File: src/rtl/paddle_adc_pkg.sv
// Shared definitions for the paddle ADC scanner: FSM state encoding,
// default geometry constants and the mux-select width helper.
// Optional feature macro: PADDLE_DEADBAND_EN (jitter deadband on updates).
package paddle_adc_pkg;

   // Scanner FSM states
   typedef enum logic [1:0] {
      SETTLE = 2'd0,
      ACCUM  = 2'd1,
      UPDATE = 2'd2
   } state_e;

   // Default geometry of the original two-player board
   localparam int DEF_ADC_W     = 9;
   localparam int DEF_POS_W     = 10;
   localparam int DEF_Y_MAX     = 400;
   localparam int DEF_RESET_POS = 240;

   // Build-time switch for the deadband filter
`ifdef PADDLE_DEADBAND_EN
   localparam bit DEADBAND_EN = 1'b1;
`else
   localparam bit DEADBAND_EN = 1'b0;
`endif

   // Mux select width: at least one bit, even for a single channel
   function automatic int sel_w(input int n);
      if (n <= 1) return 1;
      else return $clog2(n);
   endfunction

endpackage

File: src/rtl/adc_avg_accum.sv
// Sample accumulator for one conversion: sums 2^AVG_LOG2 consecutive ADC
// samples while en is high, flags the last one with done, and presents the
// truncated average clamped to Y_MAX as result. clear empties it.
module adc_avg_accum
   import paddle_adc_pkg::*;
#(
   parameter int ADC_W    = DEF_ADC_W,
   parameter int POS_W    = DEF_POS_W,
   parameter int AVG_LOG2 = 2,
   parameter int Y_MAX    = DEF_Y_MAX
) (
   input  logic             clk,
   input  logic             rst,
   input  logic             clear,
   input  logic             en,
   input  logic [ADC_W-1:0] adc,
   output logic             done,
   output logic [POS_W-1:0] result
);

   // Sum of 2^AVG_LOG2 samples of ADC_W bits never exceeds ADC_W+AVG_LOG2 bits
   localparam int ACC_W = ADC_W + AVG_LOG2;
   localparam int CNT_W = (AVG_LOG2 < 1) ? 1 : AVG_LOG2;
   localparam logic [CNT_W-1:0] CNT_LAST = CNT_W'((1 << AVG_LOG2) - 1);
   localparam logic [POS_W-1:0] Y_MAX_P  = POS_W'(Y_MAX);

   logic [ACC_W-1:0] acc;
   logic [CNT_W-1:0] cnt;
   logic [ADC_W-1:0] avg;
   logic [POS_W-1:0] avg_ext;

   // Accumulate samples and count them; the counter wraps after the last one
   always_ff @(posedge clk or posedge rst) begin
      if (rst) begin
         acc <= '0;
         cnt <= '0;
      end else if (clear) begin
         acc <= '0;
         cnt <= '0;
      end else if (en) begin
         acc <= acc + ACC_W'(adc);
         cnt <= (cnt == CNT_LAST) ? '0 : cnt + 1'b1;
      end
   end

   // The sample being added this cycle is the last of the conversion
   assign done = en && (cnt == CNT_LAST);

   // Truncating average, widened to the position width and clamped
   always_comb begin
      avg     = ADC_W'(acc >> AVG_LOG2);
      avg_ext = POS_W'(avg);
      result  = (avg_ext > Y_MAX_P) ? Y_MAX_P : avg_ext;
   end

endmodule

File: src/rtl/paddle_adc_scanner.sv
// Multi-channel paddle ADC scanner. Steps the external analog mux through
// NUM_CH channels; for each it waits SETTLE_CYCLES, averages 2^AVG_LOG2
// samples, clamps to Y_MAX and publishes a registered position.
// Optional feature macro: PADDLE_DEADBAND_EN -- when defined, a channel is
// only rewritten (and strobed) if the new result differs from the held
// position by more than DEADBAND.
//
// Output strobe: pos_valid[k] is high for exactly one cycle when pos slice k
// has just been written; there is no ready/back-pressure, so a consumer must
// take the slice in that cycle (the slice then holds until its next update).
// At most one pos_valid bit is high at a time.
module paddle_adc_scanner
   import paddle_adc_pkg::*;
#(
   parameter int NUM_CH        = 2,
   parameter int ADC_W         = DEF_ADC_W,
   parameter int POS_W         = DEF_POS_W,
   parameter int SETTLE_CYCLES = 262144,
   parameter int AVG_LOG2      = 2,
   parameter int Y_MAX         = DEF_Y_MAX,
   parameter int RESET_POS     = DEF_RESET_POS,
   parameter int DEADBAND      = 2,
   localparam int SEL_W        = sel_w(NUM_CH)
) (
   input  logic                    clk,
   input  logic                    rst,
   input  logic [ADC_W-1:0]        adc,
   input  logic                    freeze,
   output logic [SEL_W-1:0]        sel,
   output logic [NUM_CH*POS_W-1:0] pos,
   output logic [NUM_CH-1:0]       pos_valid,
   output logic [1:0]              dbg_state
);

   localparam int SCNT_W = (SETTLE_CYCLES <= 1) ? 1 : $clog2(SETTLE_CYCLES);
   localparam logic [SCNT_W-1:0] SCNT_RELOAD = SCNT_W'(SETTLE_CYCLES - 1);
   localparam logic [SEL_W-1:0]  SEL_LAST    = SEL_W'(NUM_CH - 1);
   localparam logic [POS_W-1:0]  RESET_P     = POS_W'(RESET_POS);
   localparam logic [POS_W-1:0]  DEADBAND_P  = POS_W'(DEADBAND);

   state_e                         state;
   logic [SCNT_W-1:0]              settle_cnt;
   logic [NUM_CH-1:0][POS_W-1:0]   pos_q;
   logic                           acc_clear;
   logic                           acc_en;
   logic                           acc_done;
   logic [POS_W-1:0]               result;
   logic [POS_W-1:0]               pos_cur;
   logic [POS_W-1:0]               diff;
   logic                           write_en;

   // Accumulate only while in ACCUM; empty it as the conversion is published
   assign acc_en    = (state == ACCUM);
   assign acc_clear = (state == UPDATE);

   adc_avg_accum #(
      .ADC_W    (ADC_W),
      .POS_W    (POS_W),
      .AVG_LOG2 (AVG_LOG2),
      .Y_MAX    (Y_MAX)
   ) u_accum (
      .clk    (clk),
      .rst    (rst),
      .clear  (acc_clear),
      .en     (acc_en),
      .adc    (adc),
      .done   (acc_done),
      .result (result)
   );

   // Decide whether this conversion rewrites the selected channel
   always_comb begin
      pos_cur  = pos_q[sel];
      diff     = (result > pos_cur) ? (result - pos_cur) : (pos_cur - result);
      write_en = !DEADBAND_EN || (diff > DEADBAND_P);
   end

   // Scan FSM: settle after each mux change, accumulate, then publish and advance
   always_ff @(posedge clk or posedge rst) begin
      if (rst) begin
         state      <= SETTLE;
         settle_cnt <= SCNT_RELOAD;
         sel        <= '0;
         pos_q      <= {NUM_CH{RESET_P}};
         pos_valid  <= '0;
      end else begin
         pos_valid <= '0;
         case (state)
            SETTLE: begin
               // A freeze only holds us at the end of settling, so a
               // conversion is never split by a pause
               if (settle_cnt != '0) begin
                  settle_cnt <= settle_cnt - 1'b1;
               end else if (!freeze) begin
                  state <= ACCUM;
               end
            end
            ACCUM: begin
               if (acc_done) begin
                  state <= UPDATE;
               end
            end
            UPDATE: begin
               if (write_en) begin
                  pos_q[sel]     <= result;
                  pos_valid[sel] <= 1'b1;
               end
               sel        <= (sel == SEL_LAST) ? '0 : sel + 1'b1;
               settle_cnt <= SCNT_RELOAD;
               state      <= SETTLE;
            end
            default: begin
               state      <= SETTLE;
               settle_cnt <= SCNT_RELOAD;
            end
         endcase
      end
   end

   assign pos       = pos_q;
   assign dbg_state = state;

endmodule
File: config.mk
export PLATFORM = sky130hd
export DESIGN_NAME = paddle_adc_scanner
export DESIGN_NICKNAME = d
export VERILOG_FILES = /design/src/rtl/paddle_adc_pkg.sv /design/src/rtl/adc_avg_accum.sv /design/src/rtl/paddle_adc_scanner.sv
export SDC_FILE = /design/constraint.sdc
export NUM_CORES = 1
export LEC_CHECK = 0
export BUFFER_PORTS_ARGS = -buffer_cell sky130_fd_sc_hd__buf_2
export CORE_AREA = 2 2 85 104
export DETAILED_ROUTE_END_ITERATION = 6
export DIE_AREA = 0 0 87 106
export PLACE_DENSITY = 0.59
export SYNTH_ARGS = -nofsm -noshare
export SYNTH_HDL_FRONTEND = slang
export SYNTH_HIERARCHICAL = 1
export SYNTH_SLANG_ARGS = --single-unit
File: constraint.sdc
create_clock -name clk -period 3.4 [get_ports clk]
set_input_delay 0.68 -clock clk [delete_from_list [all_inputs] [get_ports clk]]
set_output_delay 0.68 -clock clk [all_outputs]
set_load 0.005 [all_outputs]
==> results.json <==
{
  "ys_ff_latch": 56,
  "dp.cells": 432,
  "final_cells": 440,
  "dr.pass1.iters": 4,
  "io_pins": 37,
  "drv_cap": 0,
  "avgSynthCellArea_sq_um": 10.3,
  "area_growth_pct": 11.0,
  "diodes": 0,
  "grt_pass1_vias": 2439,
  "start_util_pct": 38.9,
  "synth_cell_types": 64,
  "dp.final_hpwl_um": 5000,
  "antenna_found_initial": 0,
  "wirelength_um": 6610,
  "grt_pass1_wl_um": 11400,
  "port_buffers": 36,
  "slew_viol_final": 0,
  "rows": 37,
  "cpLargestDelayFamily": "compound AO/OA/AOI/OAI gates",
  "cp-start-kind": "primary input",
  "root_buffer": "clkbuf_8",
  "wl_per_cell_um": 15.0,
  "core_sq_um": 8290,
  "arrival_ps": 2670,
  "outcome": "complete, no violations",
  "fmax_mhz": 407,
  "clock_latency_ps": 310,
  "rsz0062_at_grt": "false",
  "path_depth": 7,
  "fin_tns_setup_ps": 0,
  "dpl-instance-area_sq_um": 3480,
  "nFillCells": 813,
  "syn_inst": 312,
  "synthTopCellsByArea": "dfrtp_1, dfstp_2, mux2_2",
  "htreeDepth": 2,
  "period_minus_slack_ps": 2460,
  "tightest_slew_ps": 634,
  "synth_area_sq_um": 3230,
  "synthFlopType": "dfrtp_1",
  "fin_crit_sh_pct": 72.3,
  "finalSetupViolations": 0,
  "nets": 366,
  "slew_headroom_pct": 57.4,
  "drt_first_iter_violations": 132,
  "grt_usage_pct": 15.2,
  "r2r-start": "u_accum/acc[0]$_DFFE_PP0P_",
  "hold_slack_ps": 400,
  "async_reset_ff_share_pct": 100,
  "yosys.area.top_type_share_pct": 23.3,
  "drcViolationCount": 0,
  "seq_area_frac_synth_pct": 44.5,
  "power.density_nw_per_um2": 367,
  "die-height_um": 106,
  "viasPerCell": 5.54,
  "hold_buffers": 0,
  "critPathKind": "in -> reg",
  "die-width_um": 87,
  "hold_class": "in -> async",
  "skew_ps": 8.85,
  "cts_resized": 0,
  "crit_path_max_incr_delay_ps": 440,
  "cts_buffers": 5,
  "p_leak_nw": 1.58,
  "clk_pin_slew_worst_paths_ps": 100,
  "synth_largest_area_cell": "dfrtp_1",
  "r2r_cells": 6,
  "end_kind": "register",
  "crit_chain": "buf_2 -> ha_1 -> fa_1 -> a21o_1 -> a2111o_1 -> o211ai_1 -> mux2_2",
  "synth_warnings": 6,
  "finalHoldViolations": 0,
  "cts.sinks": 56,
  "postLayoutCellArea_sq_um": 3580,
  "ff2ff_setup_slack_ps": 1030,
  "overflow": 0,
  "routabilityCongestion": 0.750,
  "synth_nets": 336,
  "die_area_sq_um": 9220,
  "layout-drive-gt1-share_pct": 32.1,
  "ant_nets": 0,
  "critPathMaxFanout": 5,
  "via_count": 2437,
  "synth_edf_count": 0,
  "post_cts_buffers": 0,
  "grt_max_degree": 44,
  "cts_buffer_depth": 2,
  "power_mw": 1.31,
  "ir_drop_mv": 0.186,
  "cts_tree": "done",
  "path_buf_inv": 1,
  "worstPathRequired_ps": 3610,
  "timing.rr.end": "u_accum/acc[10]$_DFFE_PP0P_",
  "crit_slowest_cell": "a2111o_1"
}
-- routing by layer --
metal	share of wire, %	routed length [um]	GRT usage [%]
met3	2.1	137	2.33
met5	0	0	0
met1	43	2870	18.6
met4	1.9	123	4.58
met2	53	3470	27.0
-- through the flow --
step,utilization [%],worst slack (ps)
6_report,43.2,941
5_1_grt,43.2,848
4_1_cts,43.2,931
3_5_place_dp,42.0,588
3_3_place_gp,42.0,617
2_1_floorplan,-,841
-- final cells by class --
type                    instances  area (sq um)  share of cell area [%]
multi-input cells             229          1670                    46.8
flip-flops and latches         56          1430                    40.0
repair buffers                 41           218                    6.08
well taps                      97           121                    3.39
clock buffers                   6          82.6                    2.31
inverters                       9          33.8                   0.943
clock inverters                 2          17.5                   0.489
-- worst reg2reg max path, cell delays in order, from the launching register on --
cell and delay, ps:
dfrtp_1 390, ha_1 220, fa_1 430, a21o_1 220, a2111o_1 440, o211ai_1 220
mux2_2 350
-- cell usage in the layout (no fill, tap or decap), types with 4 or more instances in the layout --
cell | netlist | final
nor2b_1 | 17 | 17
inv_1 | 9 | 9
a211oi_1 | 8 | 8
dfrtp_1 | 30 | 30
o21ai_0 | 12 | 12
mux2_2 | 22 | 22
nand2_1 | 8 | 8
a21oi_1 | 9 | 9
buf_4 | 1 | 5
a211o_1 | 4 | 4
nor2_1 | 27 | 27
or4_1 | 6 | 6
dfstp_2 | 26 | 26
nand2b_1 | 8 | 8
buf_2 | 2 | 36
nand3_1 | 9 | 9
ha_1 | 11 | 11
and2_1 | 5 | 5
clkbuf_8 | 0 | 6
mux2i_1 | 12 | 12
nor3_1 | 9 | 8
-- where the power goes --
group	switching, mW	internal, mW	leakage [nW]	total (mW)
registers	0.0260	0.737	0.671	0.763
logic	0.0690	0.0874	0.856	0.156
clock network	0.222	0.171	0.0522	0.393
-- cell families after synthesis --
group                      synth area share (%)
buffers and inverters                      3.80
muxes                                      11.4
xor gates and xnor gates                  0.815
and+or+nand+nor                            20.9
adders and majority gates                  4.89
DFF                                        44.5
other                                     0.116
AOI/OAI and AO/OA                          13.6
-- Yosys cell counts, types with 2 or more instances --
cell,number
buf_6,2
ha_1,11
or2_2,3
mux2i_1,12
or3_1,3
nor2_1,27
a21oi_1,9
a211oi_1,8
o21ai_0,12
nor4b_1,3
a211o_1,4
xnor2_1,2
a31oi_1,2
nor3_2,2
o211ai_1,3
dfrtp_1,30
dfstp_2,26
mux2_2,22
nor3_1,9
o21bai_1,3
and2_1,5
nand2b_1,8
inv_1,9
nand4_1,3
o32ai_1,2
nand2_1,8
clkbuf_1,12
nand3_1,9
or4_1,6
and2_2,2
buf_2,2
a21o_1,3
nor2b_1,17
o31ai_1,3
-- registers in the layout (all words and copies together) (netlist names) --
| signal | cells |
|---|---|
| pos | 20 |
| settle_cnt | 18 |
| u_accum/acc | 11 |
| dbg_state | 2 |
| pos_valid | 2 |
| u_accum/cnt | 2 |
| sel | 1 |
-- worst max path at each step --
| stage | endpoint | slack, ps | startpoint |
|---|---|---|---|
| 2_1_floorplan | u_accum/acc[10]$_DFFE_PP0P_ | 840 | adc[0] |
| 3_3_place_gp | u_accum/acc[10]$_DFFE_PP0P_ | 620 | adc[0] |
| 3_5_place_dp | u_accum/acc[10]$_DFFE_PP0P_ | 590 | adc[0] |
| 4_1_cts | u_accum/acc[10]$_DFFE_PP0P_ | 930 | adc[0] |
| 5_1_grt | u_accum/acc[10]$_DFFE_PP0P_ | 850 | adc[0] |
| 6_report | u_accum/acc[10]$_DFFE_PP0P_ | 940 | adc[0] |
Power figures use the tool's default switching activity.
